`src/rtl/udp_rx_parser.sv`:
```
// UDP receive parser: qualifies an Ethernet frame, checks the IPv4/UDP headers
// against the board address/port and streams the UDP payload with first/last markers.
module udp_rx_parser #(
  parameter logic [31:0] BOARD_IP    = 32'hC0A8000A,
  parameter logic [15:0] UDP_PORT    = 16'd5000,
  parameter logic [15:0] MAX_PAYLOAD = 16'd1472
) (
  input  logic        clock,
  input  logic        sclr,
  input  logic [7:0]  datain,
  input  logic        data_en,
  input  logic        is_ip,
  input  logic        is_bad,
  output logic [7:0]  payload_data,
  output logic        payload_valid,
  output logic        payload_first,
  output logic        payload_last,
  output logic [31:0] src_ip,
  output logic [15:0] src_port,
  output logic [15:0] payload_len,
  output logic        frame_ok,
  output logic        frame_drop,
  output logic [2:0]  drop_code
);

  typedef enum logic [2:0] {GAP, IDLE, HDR, PAYLOAD, DROP, DONE} state_t;

  localparam logic [2:0] C_NOT_IP    = 3'd1;
  localparam logic [2:0] C_BAD_HDR   = 3'd2;
  localparam logic [2:0] C_NOT_UDP   = 3'd3;
  localparam logic [2:0] C_IP_MISM   = 3'd4;
  localparam logic [2:0] C_PORT_MISM = 3'd5;
  localparam logic [2:0] C_BAD_LEN   = 3'd6;
  localparam logic [2:0] C_TRUNC     = 3'd7;

  state_t      state;
  logic [10:0] cnt;       // index of the byte currently on datain
  logic [31:0] sh_ip;
  logic [15:0] sh_port;
  logic [15:0] sh_len;
  logic [7:0]  len_hi;
  logic [15:0] rem;
  logic [15:0] udp_len;
  logic        fail;
  logic [2:0]  code;

  assign udp_len = {len_hi, datain};

  // Header check for the byte currently presented; only meaningful in HDR.
  // NOTE: every variable gets a default first so no latch is inferred.
  always_comb begin
    fail = 1'b0;
    code = 3'd0;
    case (cnt)
      11'd14: begin
        if (!is_ip || is_bad) begin
          fail = 1'b1; code = C_NOT_IP;
        end else if (datain != 8'h45) begin
          fail = 1'b1; code = C_BAD_HDR;
        end
      end
      11'd20: if (datain[5] || (datain[4:0] != 5'd0)) begin fail = 1'b1; code = C_BAD_HDR; end
      11'd21: if (datain != 8'h00) begin fail = 1'b1; code = C_BAD_HDR; end
      11'd23: if (datain != 8'h11) begin fail = 1'b1; code = C_NOT_UDP; end
      11'd30: if (datain != BOARD_IP[31:24]) begin fail = 1'b1; code = C_IP_MISM; end
      11'd31: if (datain != BOARD_IP[23:16]) begin fail = 1'b1; code = C_IP_MISM; end
      11'd32: if (datain != BOARD_IP[15:8])  begin fail = 1'b1; code = C_IP_MISM; end
      11'd33: if (datain != BOARD_IP[7:0])   begin fail = 1'b1; code = C_IP_MISM; end
      11'd36: if (datain != UDP_PORT[15:8])  begin fail = 1'b1; code = C_PORT_MISM; end
      11'd37: if (datain != UDP_PORT[7:0])   begin fail = 1'b1; code = C_PORT_MISM; end
      11'd39: begin
        if ((udp_len < 16'd8) || ({1'b0, udp_len} > ({1'b0, MAX_PAYLOAD} + 17'd8))) begin
          fail = 1'b1; code = C_BAD_LEN;
        end
      end
      default: ;
    endcase
  end

  // NOTE: sequential state uses non-blocking assignments only.
  always_ff @(posedge clock) begin
    if (sclr) begin
      state         <= GAP;
      cnt           <= '0;
      sh_ip         <= '0;
      sh_port       <= '0;
      sh_len        <= '0;
      len_hi        <= '0;
      rem           <= '0;
      payload_data  <= '0;
      payload_valid <= 1'b0;
      payload_first <= 1'b0;
      payload_last  <= 1'b0;
      src_ip        <= '0;
      src_port      <= '0;
      payload_len   <= '0;
      frame_ok      <= 1'b0;
      frame_drop    <= 1'b0;
      drop_code     <= '0;
    end else begin
      if (!data_en)             cnt <= '0;
      else if (cnt != 11'h7FF)  cnt <= cnt + 11'd1;

      payload_valid <= 1'b0;
      payload_first <= 1'b0;
      payload_last  <= 1'b0;
      frame_ok      <= 1'b0;
      frame_drop    <= 1'b0;

      case (state)
        GAP:  if (!data_en) state <= IDLE;
        IDLE: if (data_en)  state <= HDR;
        HDR: begin
          if (!data_en) begin
            // Frames that never reached byte 14 end silently.
            if (cnt > 11'd14) begin
              frame_drop <= 1'b1;
              drop_code  <= C_TRUNC;
            end
            state <= IDLE;
          end else if (fail) begin
            frame_drop <= 1'b1;
            drop_code  <= code;
            state      <= DROP;
          end else begin
            case (cnt)
              11'd26, 11'd27, 11'd28, 11'd29: sh_ip   <= {sh_ip[23:0], datain};
              11'd34, 11'd35:                 sh_port <= {sh_port[7:0], datain};
              11'd38:                         len_hi  <= datain;
              11'd39:                         sh_len  <= udp_len - 16'd8;
              11'd41: begin
                if (sh_len == 16'd0) begin
                  frame_ok    <= 1'b1;
                  src_ip      <= sh_ip;
                  src_port    <= sh_port;
                  payload_len <= 16'd0;
                  state       <= DONE;
                end else begin
                  rem   <= sh_len;
                  state <= PAYLOAD;
                end
              end
              default: ;
            endcase
          end
        end
        PAYLOAD: begin
          if (!data_en) begin
            frame_drop <= 1'b1;
            drop_code  <= C_TRUNC;
            state      <= IDLE;
          end else begin
            payload_valid <= 1'b1;
            payload_data  <= datain;
            rem           <= rem - 16'd1;
            if (cnt == 11'd42) begin
              payload_first <= 1'b1;
              src_ip        <= sh_ip;
              src_port      <= sh_port;
              payload_len   <= sh_len;
            end
            if (rem == 16'd1) begin
              payload_last <= 1'b1;
              frame_ok     <= 1'b1;
              state        <= DONE;
            end
          end
        end
        DROP, DONE: if (!data_en) state <= IDLE;
        default: state <= GAP;
      endcase
    end
  end

endmodule

```
`config.mk`:
```
export PLATFORM = sky130hd
export DESIGN_NAME = udp_rx_parser
export DESIGN_NICKNAME = d
export VERILOG_FILES = /design/src/rtl/udp_rx_parser.sv
export SDC_FILE = /design/constraint.sdc
export NUM_CORES = 1
export LEC_CHECK = 0
export BUFFER_PORTS_ARGS = -buffer_cell sky130_fd_sc_hd__buf_2
export CORE_MARGIN = 8
export CORE_UTILIZATION = 35
export CTS_CLUSTER_DIAMETER = 80
export CTS_CLUSTER_SIZE = 12
export DETAILED_ROUTE_END_ITERATION = 6
export MAX_ROUTING_LAYER = met4
export SLEW_MARGIN = 20
export SYNTH_ARGS = -nofsm -noshare
export SYNTH_HDL_FRONTEND = slang
export SYNTH_SLANG_ARGS = --single-unit
```
`constraint.sdc`:
```
create_clock -name clock -period 4.32 [get_ports clock]
set_input_delay 0.432 -clock clock [delete_from_list [all_inputs] [get_ports clock]]
set_output_delay 0.432 -clock clock [all_outputs]
set_load 0.005 [all_outputs]
```
# == Yosys cells after proc, flatten, opt, wreduce, memory -nomap -nowiden ==
# Cells that the tools add are included.
# word_totals
reg_bits,182
latch_bits,0
ramBits,0
rom_bits,0
input_bits,13
elab_cells,179
memories,0
# classes
n_addsub,3
mul,0
n_div,0
magnitude_cmp,3
eq_ne,48
shift,0
mux,80
bitwise_logic,3
n_reduce_logical,25
# ops
cell,count
2-to-1 mux 16 bit,17
2-to-1 mux 32 bit,6
== test 11 x 6 -> 1 bit (second input constant),10
== test 11 x 5 -> 1 bit (second input constant),9
case mux 16 bit (2 select lines),3
case mux 32 bit (2 select lines),1
2-to-1 mux 3 bit,19
case mux 3 bit (11 select lines),1
!= test 8 bit (second input constant),3
AND reduction 4 bit,6
2-to-1 mux 1 bit,23
!= test 2 bit (second input constant),10
== test 16 x 1 -> 1 bit (second input constant),1
> comparator 16 x 11 -> 1 bit (second input constant),1
zero test 16 bit,1
< comparator 16 x 4 -> 1 bit (second input constant),1
!= test 8 x 5 -> 1 bit (second input constant),2
subtractor 16 x 1 -> 16 bit (second input constant),1
subtractor 16 x 4 -> 16 bit (second input constant),1
case mux 3 bit (4 select lines),1
adder 11 x 1 -> 11 bit (second input constant),1
== test 11 x 4 -> 1 bit (second input constant),1
> comparator 11 x 4 -> 1 bit (second input constant),1
!= test 11 bit (second input constant),1
other kinds (24),41

# == Longest topological paths before layout ==
# depth
ltp_word,7
ltp_mapped,12

# == Least setup slack after synthesis ==
# OpenSTA, ideal clock, no wires.
# synth_path
kind,in2reg
start,input datain[2]
end,register sh_ip[10]
setup_ns,0.128
arrival_time_ns,2.940
t_required_ns,4.192
setup_slack_ns,1.252
cell_stages,10
path_cell_list,buf_6 -> or4b_4 -> or4_1 -> a32oi_2 -> o211ai_4 -> or4_1 -> buf_2 -> buf_6 -> mux2i_1 -> nor2_1
# synth_via
elab_chain_cells,6
elab_cells_between_ends,27
classes_between,2 x order compare; 7 x eq/ne; 12 x mux; 1 x bitwise; 5 x reduce/logical
# synth_lines
element,line,rtl
"start, declared",10,"input logic [7:0] datain,"
< comparator 16 x 4 -> 1 bit (tied with other cells),72,"if ((udp_len < 16'd8) || ({1'b0, udp_len} > ({1'b0, MAX_PAYLOAD} + 17'd8))) begin"
logical OR 1 bit (tied with other cells),72,
2-to-1 mux 1 bit (on tied branches),"72, 56, 62",
case mux 1 bit (10 select lines) (*),54,case (cnt)
NOT 1 bit (no source line) (*),-,
AND reduction 4 bit (no source line) (*),-,
"end signal, assigned",127,"11'd26, 11'd27, 11'd28, 11'd29: sh_ip <= {sh_ip[23:0], datain};"
"end, declared",38,logic [31:0] sh_ip;
# Every way passes the cells marked *; elsewhere a longest branch is shown, timed or not.
# A chain may end at the register's enable or synchronous reset.

# == Final worst setup path ==
# layout_path
start,register cnt[10]
end,register src_port[11]
# layout_via
elab_chain_cells,5
elab_cells_between_ends,19
classes_between,16 x eq/ne; 1 x mux; 2 x reduce/logical
# layout_lines
element,line,rtl
"start, declared",37,logic [10:0] cnt;
"start signal, assigned",102,else if (cnt != 11'h7FF) cnt <= cnt + 11'd1;
== test 11 x 6 -> 1 bit / == test 11 x 5 -> 1 bit (equally long branches),54,
OR reduction 2 bit (no source line),-,
case mux 1 bit (10 select lines),54,
!= test 2 bit (no source line),-,
AND reduction 7 bit (no source line) (*),-,
"end signal, assigned",135,src_port <= sh_port;
"end signal, assigned",159,src_port <= sh_port;
"end, declared",19,"output logic [15:0] src_port,"
# Marks and branches as above.

==> impl_metrics.tcl <==
set metrics [dict create \
    status "finished clean" \
    async_flop_share 0 \
    post_cts_resized 0 \
    ctsHoldBuffers 0 \
    timing.fmax_mhz 300.8 \
    clkPwrFrac 0.448 \
    worst_setup_path_start_kind "flop" \
    clk_latency_ns 0.44 \
    multi_input_area_um2 3779 \
    grt_max_degree 97 \
    dieWidth_um 164.7 \
    ys_seq_elements 182 \
    ys_seq_area_frac 0.4707 \
    area_growth_pct 15.40 \
    layout_commonest_cell "dfxtp_1" \
    setup_viol 0 \
    grt_setup_unrepaired "no" \
    ys_warn_count 0 \
    place.gp.congestion 0.8728 \
    syn_avg_cell_area_um2 8.611 \
    fill_cells 2231 \
    crit_path_end_kind "flop" \
    worstPathArrival_ns 3.60 \
    worst-setup-path-type "reg -> reg" \
    netSwitchingFraction 0.2482 \
    regArea_um2 3643 \
    final_nets 978 \
    dp.cells 1219 \
    tritoncts "yes" \
    core-area_um2 21760 \
    drtPass1Iterations 5 \
    final_cell_mix "182 x dfxtp_1, 149 x nand2_1, 97 x nor2_1, 91 x buf_2, 87 x a21oi_1" \
    comb_power_share 0.041 \
    drtAntennaViolNets 0 \
    setup_tns_ns 0 \
    ir_drop_mv 0.2304 \
    synth_area_um2 7741 \
    synth_edf_count 0 \
    hold_path_class "in -> reg" \
    cts.path.max_buffers 2 \
    max_slew.worst_pin.slew_ns 0.9915 \
    hold_viol 0 \
    cts_setup_buffers 0 \
    drc 0 \
    synth_top_area_share 0.4707 \
    period_minus_slack_ns 3.324 \
    drt_iter0_drc 519 \
    first_global_vias 6118 \
    drt_wl_total_um 20500 \
    cts_max_level 4 \
    antenna_found_initial 1 \
    dp_hpwl_um 14160 \
    vias 6552 \
    power_density_nw_per_um2 370.7 \
    max_cap_violations 0 \
    wl_per_cell_um 16.37 \
    path_max_fanout 48 \
    p_sw_uw 822.1 \
    cts.sinks 182 \
    required_ns 4.60 \
    grt_overflow_total 0 \
    ios 93 \
    pwr-share-seq 0.512 \
    layoutNonFillerInstCount 1252 \
    maxSlewHeadroom 0.3390 \
    finalMaxSlewViolations 0 \
    synth_nets 919 \
    synthFlopType "dfxtp_1" \
    p_int_uw 2490 \
    ys_types 67 \
    root_buffer "clkbuf_16" \
    numCtsBuffers 17 \
    grt_pass1_wl_um 32650 \
    min_period_over_period 0.7695 \
    port_buffers 92 \
    synthCells 899 \
    layout-drive-gt1-share 0.1535 \
    clk_pin_slew_ns 0.07 \
    finalClockSkew_ns 0.01704 \
    synth_area_leaders "dfxtp_1 47%, mux2i_1 8.5%, nand2_1 7.3%" \
    viasPerCell 5.233 \
    die_h_um 164.7 \
    start_util 0.3558 \
    leakage_uw 0.003701 \
    yosys.area.top_type "dfxtp_1" \
    rows 54 \
    die_area_um2 27130 \
    grt_usage 0.1546 \
]
==> worst max-delay path: stages, from the launching register on <==
cell     delay (ns)
dfxtp_1        0.33
or3_1          0.46
or3_1          0.45
or2_1          0.33
a21o_1         0.46
o32a_2         0.81
nand2_1        0.18
a21oi_1        0.08
==> layer usage <==
layer / global-route usage / up-vias / share of wire
met4: 0.04791 / 0 / 0.010
li1: - / 3282 / -
met1: 0.2081 / 3071 / 0.49
met3: 0.03166 / 16 / 0.053
met2: 0.2289 / 183 / 0.45
met5: - / - / 0
==> state kept, by name, indices dropped and copies added (netlist names) <==
signal / count
payload_data: 8
src_ip: 32
drop_code: 3
len_hi: 8
sh_port: 16
frame_ok: 1
rem: 16
payload_last: 1
sh_ip: 32
payload_valid: 1
sh_len: 16
cnt: 11
payload_first: 1
src_port: 16
frame_drop: 1
payload_len: 16
state: 3
==> cell type report <==
type / instances / share of cell area
Clock buffer: 19 / 0.04958
Tap cell: 280 / 0.03922
Timing Repair Buffer: 102 / 0.06022
Clock inverter: 13 / 0.01317
Sequential cell: 182 / 0.4078
Inverter: 16 / 0.006723
Antenna cell: 1 / 0.0002801
Multi-Input combinational cell: 639 / 0.4230
==> cell usage after synthesis (3+ instances only) <==
cell type / n
nor3_1: 21
nor2_1: 98
clkbuf_1: 50
buf_6: 4
o41ai_1: 4
o21ai_0: 26
o21a_1: 4
o31ai_1: 6
ha_1: 7
a31oi_1: 9
buf_2: 6
nand4_1: 7
and2_1: 3
a22o_1: 18
nand2b_1: 5
or3_1: 9
a211oi_1: 9
and3_1: 6
xnor2_1: 3
nand3_1: 18
mux2i_1: 66
nand3b_1: 3
a311oi_1: 3
nor4_1: 15
or4_1: 8
nand2_1: 150
o2bb2ai_1: 3
xor2_1: 11
inv_1: 15
a21oi_1: 87
dfxtp_1: 182
==> worst paths after layout <==
kind              cells after the start  slack [ns]                   start                            to
setup / recovery                      7         1.0    cnt[10]$_SDFFE_PP0P_     src_port[11]$_SDFFE_PP0P_
hold / removal                        3        0.36               datain[7]  payload_data[7]$_SDFFE_PP0P_
setup reg to reg                      7         1.0    cnt[10]$_SDFFE_PP0P_     src_port[11]$_SDFFE_PP0P_
hold reg to reg                       2        0.45  src_ip[9]$_SDFFE_PP0P_        src_ip[9]$_SDFFE_PP0P_
==> kinds of logic (layout without fill, tap and decap cells) <==
| family | after synthesis | count (layout) | synth area share |
|---|---|---|---|
| compound gates | 191 | 191 | 0.1589 |
| xor+xnor | 14 | 14 | 0.01584 |
| fa+ha+maj | 7 | 7 | 0.01131 |
| buf+inv | 78 | 150 | 0.04364 |
| flops | 182 | 182 | 0.4707 |
| mux | 67 | 67 | 0.08679 |
| other cells | 0 | 1 | 0 |
| simple gates | 360 | 360 | 0.2129 |
==> metrics by stage <==
step | setup slack, ns | utilization | hold WS, ns | power [uW] | area [um^2]
floorplan | 1.252 | - | 0.4360 | 1825 | 7741
global placement | 0.7630 | 0.3845 | 0.4379 | 1866 | 8366
detailed placement | 0.7028 | 0.3846 | 0.4412 | 1867 | 8368
CTS | 0.9827 | 0.4104 | 0.3419 | 3346 | 8929
global route | 0.7395 | 0.4106 | 0.3543 | 3432 | 8934
finish | 0.9960 | 0.4106 | 0.3611 | 3312 | 8934
==> power groups by stage <==
| stage | combinational, uW | clock (uW) | sequential [uW] |
|---|---|---|---|
| floorplan | 99.8 | 0 | 1730 |
| detailed placement | 134 | 0 | 1730 |
| finish | 135 | 1480 | 1690 |
| global placement | 133 | 0 | 1730 |
| CTS | 134 | 1520 | 1690 |
| global route | 150 | 1590 | 1690 |
(Power assumes the default switching activity.)
